$ cat src/rtl/branch_redirect_ctrl_pkg.sv
// rtl/branch_redirect_ctrl_pkg.sv - shared types and helpers for the branch redirect controller
package branch_redirect_ctrl_pkg;

  typedef enum logic {
    BCTL_IDLE = 1'b0,
    BCTL_PEND = 1'b1
  } bctl_state_e;

  localparam int unsigned BCTL_ADDR_W = 32;
  localparam int unsigned BCTL_CNT_W  = 32;

  // A branch in ID whose operands are final and may be resolved this cycle.
  function automatic logic branch_resolvable(input logic valid, input logic is_branch,
                                             input logic src_ready);
    return valid & is_branch & src_ready;
  endfunction

endpackage

$ cat src/rtl/branch_redirect_ctrl_sat_counter.sv
// rtl/branch_redirect_ctrl_sat_counter.sv - saturating event counter, sticks at all-ones
module sat_counter
  import branch_redirect_ctrl_pkg::*;
#(
  parameter int unsigned W = BCTL_CNT_W
) (
  input  logic         clk,
  input  logic         rst,
  input  logic         inc,
  output logic [W-1:0] count
);

  logic [W-1:0] count_q;
  logic [W-1:0] count_d;

  always_comb begin
    count_d = count_q;
    if (inc && (count_q != {W{1'b1}})) begin
      count_d = count_q + {{(W-1){1'b0}}, 1'b1};
    end
  end

  always_ff @(posedge clk or posedge rst) begin
    if (rst) begin
      count_q <= '0;
    end else begin
      count_q <= count_d;
    end
  end

  assign count = count_q;

endmodule

$ cat src/rtl/branch_redirect_ctrl.sv
// rtl/branch_redirect_ctrl.sv - turns the resolved ID-stage branch into a held PC redirect for IF
module branch_redirect_ctrl
  import branch_redirect_ctrl_pkg::*;
#(
  parameter int unsigned ADDR_W = BCTL_ADDR_W,
  parameter int unsigned CNT_W  = BCTL_CNT_W
) (
  input  logic              clk,
  input  logic              rst,
  input  logic              id_valid,
  input  logic              id_is_branch,
  input  logic              id_src_ready,
  input  logic              id_advance,
  input  logic              br_taken,
  input  logic [ADDR_W-1:0] br_target,
  input  logic              if_ready,
  input  logic              exc_flush,
  output logic              id_stall,
  output logic              redirect_valid,
  output logic [ADDR_W-1:0] redirect_addr,
  output logic              id_in_dslot,
  output logic [CNT_W-1:0]  cnt_branch,
  output logic [CNT_W-1:0]  cnt_taken,
  output logic [CNT_W-1:0]  cnt_stall
);

  bctl_state_e       state_q, state_d;
  logic              redirect_valid_q, redirect_valid_d;
  logic [ADDR_W-1:0] redirect_addr_q, redirect_addr_d;
  logic              ds_q, ds_d;
  logic              capture;
  logic              taken_capture;

  always_comb begin
    id_stall = id_valid & id_is_branch & (~id_src_ready | (state_q == BCTL_PEND)) & ~exc_flush;
    capture  = branch_resolvable(id_valid, id_is_branch, id_src_ready)
             & (state_q == BCTL_IDLE) & id_advance & ~exc_flush;
    taken_capture = capture & br_taken;

    state_d         = state_q;
    redirect_addr_d = redirect_addr_q;
    ds_d            = ds_q;

    // A flush wins over everything, including an IF handshake in the same cycle.
    if (exc_flush) begin
      state_d = BCTL_IDLE;
      ds_d    = 1'b0;
    end else if (capture) begin
      ds_d = 1'b1;
      if (br_taken) begin
        state_d         = BCTL_PEND;
        redirect_addr_d = br_target;
      end
    end else begin
      if ((state_q == BCTL_PEND) && if_ready) begin
        state_d = BCTL_IDLE;
      end
      if (id_valid && id_advance) begin
        ds_d = 1'b0;
      end
    end

    redirect_valid_d = (state_d == BCTL_PEND);
  end

  always_ff @(posedge clk or posedge rst) begin
    if (rst) begin
      state_q          <= BCTL_IDLE;
      redirect_valid_q <= 1'b0;
      redirect_addr_q  <= '0;
      ds_q             <= 1'b0;
    end else begin
      state_q          <= state_d;
      redirect_valid_q <= redirect_valid_d;
      redirect_addr_q  <= redirect_addr_d;
      ds_q             <= ds_d;
    end
  end

  assign redirect_valid = redirect_valid_q;
  assign redirect_addr  = redirect_addr_q;
  assign id_in_dslot    = ds_q & id_valid;

  sat_counter #(.W(CNT_W)) u_cnt_branch (
    .clk   (clk),
    .rst   (rst),
    .inc   (capture),
    .count (cnt_branch)
  );

  sat_counter #(.W(CNT_W)) u_cnt_taken (
    .clk   (clk),
    .rst   (rst),
    .inc   (taken_capture),
    .count (cnt_taken)
  );

  sat_counter #(.W(CNT_W)) u_cnt_stall (
    .clk   (clk),
    .rst   (rst),
    .inc   (id_stall),
    .count (cnt_stall)
  );

endmodule

$ cat config.mk
export PLATFORM = sky130hd
export DESIGN_NAME = branch_redirect_ctrl
export DESIGN_NICKNAME = d
export VERILOG_FILES = /design/src/rtl/branch_redirect_ctrl_pkg.sv /design/src/rtl/branch_redirect_ctrl_sat_counter.sv /design/src/rtl/branch_redirect_ctrl.sv
export SDC_FILE = /design/constraint.sdc
export NUM_CORES = 1
export LEC_CHECK = 0
export BUFFER_PORTS_ARGS = -buffer_cell sky130_fd_sc_hd__buf_2
export CAP_MARGIN = 10
export CORE_ASPECT_RATIO = 0.7
export CORE_MARGIN = 2
export CORE_UTILIZATION = 30
export DETAILED_ROUTE_END_ITERATION = 8
export GPL_ROUTABILITY_DRIVEN = 0
export PLACE_DENSITY = 0.48
export SYNTH_ARGS = -nofsm -noshare
export SYNTH_HDL_FRONTEND = slang
export SYNTH_HIERARCHICAL = 1
export SYNTH_SLANG_ARGS = --single-unit
$ cat constraint.sdc
create_clock -name clk -period 3 [get_ports clk]
set_input_delay 0.45 -clock clk [delete_from_list [all_inputs] [get_ports clk]]
set_output_delay 0.45 -clock clk [all_outputs]
set_load 0.02 [all_outputs]
Word level (Yosys, flattened, before mapping) --
Cells that the tools add are included.
Storage, ports and cells: memory bits (read-only) 0, output and inout bits 131, memories 0, bits in registers 130, bits in latches 0, memory bits (writable) 0, word-level logic and storage cells 42, input port bits 41
Cells by class: multiply operators 0, shift operators 0, div/mod/pow operators 0, add/sub/neg operators 3, multiplexer cells 7, eq/ne operators 4, magnitude comparators 0, reductions and logical operators 9, bitwise operators 13
Operators by type and width (count):
- adder 32 x 1 -> 32 bit (second input constant) | 3
- != test 32 bit (second input constant) | 3
- AND 1 bit | 9
- 2-to-1 mux 1 bit | 7
- nonzero test 3 bit | 2
- logical AND 1 bit | 5
- != test 3 bit (second input constant) | 1
- inverter 1 bit | 3
- AND reduction 3 bit | 1
- AND reduction 2 bit | 1
- bitwise OR 1 bit | 1

Depth between registers and ports, before layout --
depth in word-level cells 7, depth in mapped cells 10, mapped depth without buffers 7

Modules after synthesis --
Netlist, hierarchy kept.
By module, submodules not included:
- sat_counter | instances 3, cells an instance 139, area an instance 1561.5 um2, sequential area each 800.8 um2
- branch_redirect_ctrl | instances 1, cells an instance 82, area an instance 1463.9 um2, sequential area each 850.8 um2

Worst setup path after synthesis --
Ideal clock, no wire load.
path kind input to register, start point in exc_flush, end point reg u_cnt_taken.count_q[21], in the netlist u_cnt_taken/count[21], setup time 0.130 ns, buffers on the path 3, data arrival time 2.584 ns, cell stages on the path 10, data required time 2.870 ns, setup slack 0.285 ns, cell sequence and3b_1 > and4_4 > buf_6 > buf_12 > clkbuf_2 > nand3_1 > or4_4 > a311oi_4 > nand4_1 > xnor2_1
Between the ends: longest elaborated chain between the ends 4
RTL lines:
- start, declared | line branch_redirect_ctrl.sv:17 | input logic exc_flush,
- inverter 1 bit (no line)
- AND 1 bit | line branch_redirect_ctrl.sv:37 | & (state_q == BCTL_IDLE) & id_advance & ~exc_flush;
- AND 1 bit | line branch_redirect_ctrl.sv:38 | taken_capture = capture & br_taken;
- via taken_capture | line branch_redirect_ctrl.sv:32 | logic taken_capture;
- logical AND 1 bit | line branch_redirect_ctrl_sat_counter.sv:18 | if (inc && (count_q != {W{1'b1}})) begin
- end signal, assigned | line branch_redirect_ctrl_sat_counter.sv:27 | count_q <= count_d;
- end, declared | line branch_redirect_ctrl_sat_counter.sv:13 | logic [W-1:0] count_q;
The timed path passes the listed nets, and every way through them passes these cells. A chain may end at the register's enable or synchronous reset.

==> results by group <==
Clock network
  – CTS-repair resized insts: 0
  – Clock latency on the worst-skew pair: about 420 ps
  – Clock sinks: 130
  – Clk root buf: clkbuf_16
  – Max H-tree Level: 4
  – CTS max path bufs: 2
  – Reg clk slew, reported paths: 60 ps
  – Setup Buffers After CTS: 0
  – CTS buffer count: 17
  – Hold Buf Count CTS: 0
  – CTS tree: built

Logic synthesis
  – Avg Cell Area, Syn: ~12 um2
  – Share of the synthesized area in the top cell type: 52.9%
  – Synthesized net count: between 500 and 600
  – Synth Flop Type: dfrtp_1
  – Cells after synthesis: about 500
  – Seq/Total Area, Yosys: 52.9%
  – Yosys cell types: 37
  – Async S/R FF share, synth: 100%
  – Cell taking the most area after synthesis: dfrtp_1
  – Syn. warnings: 6
  – EDFF count, synth: 0
  – Synthesized cell area: 6150 um2
  – Top cells by area, synth: dfrtp_1 53%, xnor2_1 11%, mux2_4 6.8%
  – Synthesis-stage register bit count: 130

Route
  – Met3 WL: about 900 um
  – WL met2: 6460 um
  – Drt first pass iters: 4
  – DRT antenna net count: 0
  – Uppermost routed layer: met5
  – Vias: roughly 4600
  – Initial drt markers: ~280
  – Wire per inst: ~15 um
  – DRT met1 WL: about 7300 um
  – Final WL: between 10000 and 15000 um
  – # DRC: 0
  – Routed vias/inst: 4.74

Global routing
  – Vias in the first global route: 4453
  – Global route total overflow: 0
  – Initial antenna violation count: 1
  – First-pass GRT wire length: 24000 um
  – Total track usage: 14.2%
  – Largest net degree at the start of global routing: 39

Floorplan
  – Die Footprint: between 20000 and 25000 um2
  – Core area: ~20000 um2
  – IO Pins: 172
  – Die span in y: around 120 um
  – Die width: about 180 um
  – Starting Density: between 30% and 40%
  – Row cnt: 43

Finish
  – Area growth, synth to finish: 28.8%
  – Final nets: approximately 730
  – Fill cells: between 1500 and 2000
  – Diode count: 0
  – Layout cells sized above 1: between 30 and 40%

Critical path
  – CP Capture Type: flop
  – Worst-path fanout max: 10
  – Worst R2R Start: redirect_valid
  – CP startpoint: redirect_valid
  – Critical path required time: roughly 3300 ps
  – FF-to-FF setup slack: roughly 550 ps
  – CP startpoint kind: flop
  – Critical Path Sink: u_cnt_taken/count[31]
  – Reg2reg end: u_cnt_taken/count[31]
  – Kind of critical path: flop to flop
  – Cells on worst reg2reg path: 7
  – WP data arrival: ~2800 ps

Power
  – Pwr Density: 601 nW/um2
  – Leak: 3.91 nW
  – Max VDD drop: roughly 0.00034 V

Worst hold path
  – Worst min path class: input port to asynchronous set/reset pin

STA
  – Crit share post-route: about four fifths
  – Max Clk Rate: roughly 400 MHz
  – Final slew viol count: 0
  – Total negative slack: 0 ps
  – RSZ-0062 raised after global routing: no
  – Worst clock skew: 14.6 ps
  – Setup-failing EPs final: 0
  – Worst slew pin tran: around 690 ps
  – Slew HR: between 50% and 60%
  – Post-layout min period: between 2000 and 2500 ps
  – Setup WS post-layout: 553 ps
  – Endpoints failing hold: 0

Place
  – Port bufs: ~170
  – Pre-CTS setup slack: approximately 270 ps
  – DP Wirelength: about 11000 um

Run status
  – Status: complete, no violations

Job
  – Max Cap Viol: 0
metal layers:
| layer | vias up | global-route usage (%) |
|---|---|---|
| li1 | 2182 | - |
| met1 | 2263 | 19.7 |
| met2 | 131 | 21.2 |
| met3 | 13 | 4.18 |
| met4 | 2 | 5.00 |
| met5 | - | 0 |
stage by stage:
| stage | hold slack [ps] | cell area [um2] | total power [mW] | utilization, % | cells |
|---|---|---|---|---|---|
| final | 142 | 7920 | 4.75 | 39.7 | 969 |
| after floorplan | 475 | 6150 | 2.43 | - | 499 |
| after global placement | 471 | 7320 | 2.68 | 36.7 | 938 |
| after global routing | 189 | 7920 | 4.99 | 39.7 | 969 |
| after CTS | 141 | 7920 | 4.84 | 39.7 | 969 |
| after detailed placement | 483 | 7320 | 2.69 | 36.7 | 938 |
critical path, cell delays in order (launching register included):
cell and delay [ps]:
dfrtp_1 390, nor2b_1 190, and4_4 300, nand3_1 110, or4_4 440, a311oi_4 560
nand4_1 190, xnor2_1 160
synthesized netlist by cell type, types with 6 or more instances:
cell type  instances
a21oi_1            6
a31oi_1            6
a41oi_1            6
and3_1            31
clkbuf_1           6
dfrtp_1          130
inv_1             11
mux2_2             7
mux2_4            28
nand2_1           22
nand3_1           66
nand4_1           30
nor2_1            13
xnor2_1           78
xor2_1             6
area by class of cell:
type                            count  area [um2]  area share, %
Clock buffer                       19         443           5.60
Sequential cell                   130        3250           41.1
Timing Repair Buffer              182         938           11.9
Inverter                           11        41.3          0.522
Multi-Input combinational cell    345        2750           34.7
Tap cell                          270         338           4.27
Clock inverter                     12         158           1.99
kinds of logic after synthesis:
group	count (synthesis)	synth area share, %
muxes	38	8.61
DFF	130	52.9
adders and majority gates	3	0.611
and+or+nand+nor	194	18.6
xor gates and xnor gates	84	12.0
AOI/OAI and AO/OA	26	4.84
buffers and inverters	24	2.44
registers in the layout, indices dropped and copies added, names as in the netlist:
register,flops
ds_q,1
redirect_addr,32
redirect_valid,1
u_cnt_branch/count,32
u_cnt_stall/count,32
u_cnt_taken/count,32
cell usage in the layout (no fill, tap or decap), drive strengths merged, types with 7 or more instances in the layout:
master  Yosys  layout
inv        11      13
and4        7       7
buf         4     182
nand3      66      66
nor2       13      13
nand2      25      25
dfrtp     130     130
and3       31      31
nand4      33      33
xnor2      78      78
mux2       35      35
clkbuf      9      19
worst min-delay path by stage:
stage,from,endpoint
after detailed placement,u_cnt_branch/count[10],u_cnt_branch/count[10]
after global routing,rst,u_cnt_stall/count[9]
after global placement,u_cnt_stall/count[10],u_cnt_stall/count[10]
after floorplan,ds_q,ds_q
final,rst,u_cnt_branch/count[5]
after CTS,rst,u_cnt_branch/count[5]
power breakdown:
group	switching, mW	total (mW)	internal [mW]
clock	0.782	2.11	1.33
combinational	0.357	0.631	0.275
sequential	0.120	2.01	1.89
No activity file was read; power rests on OpenSTA's default activity.
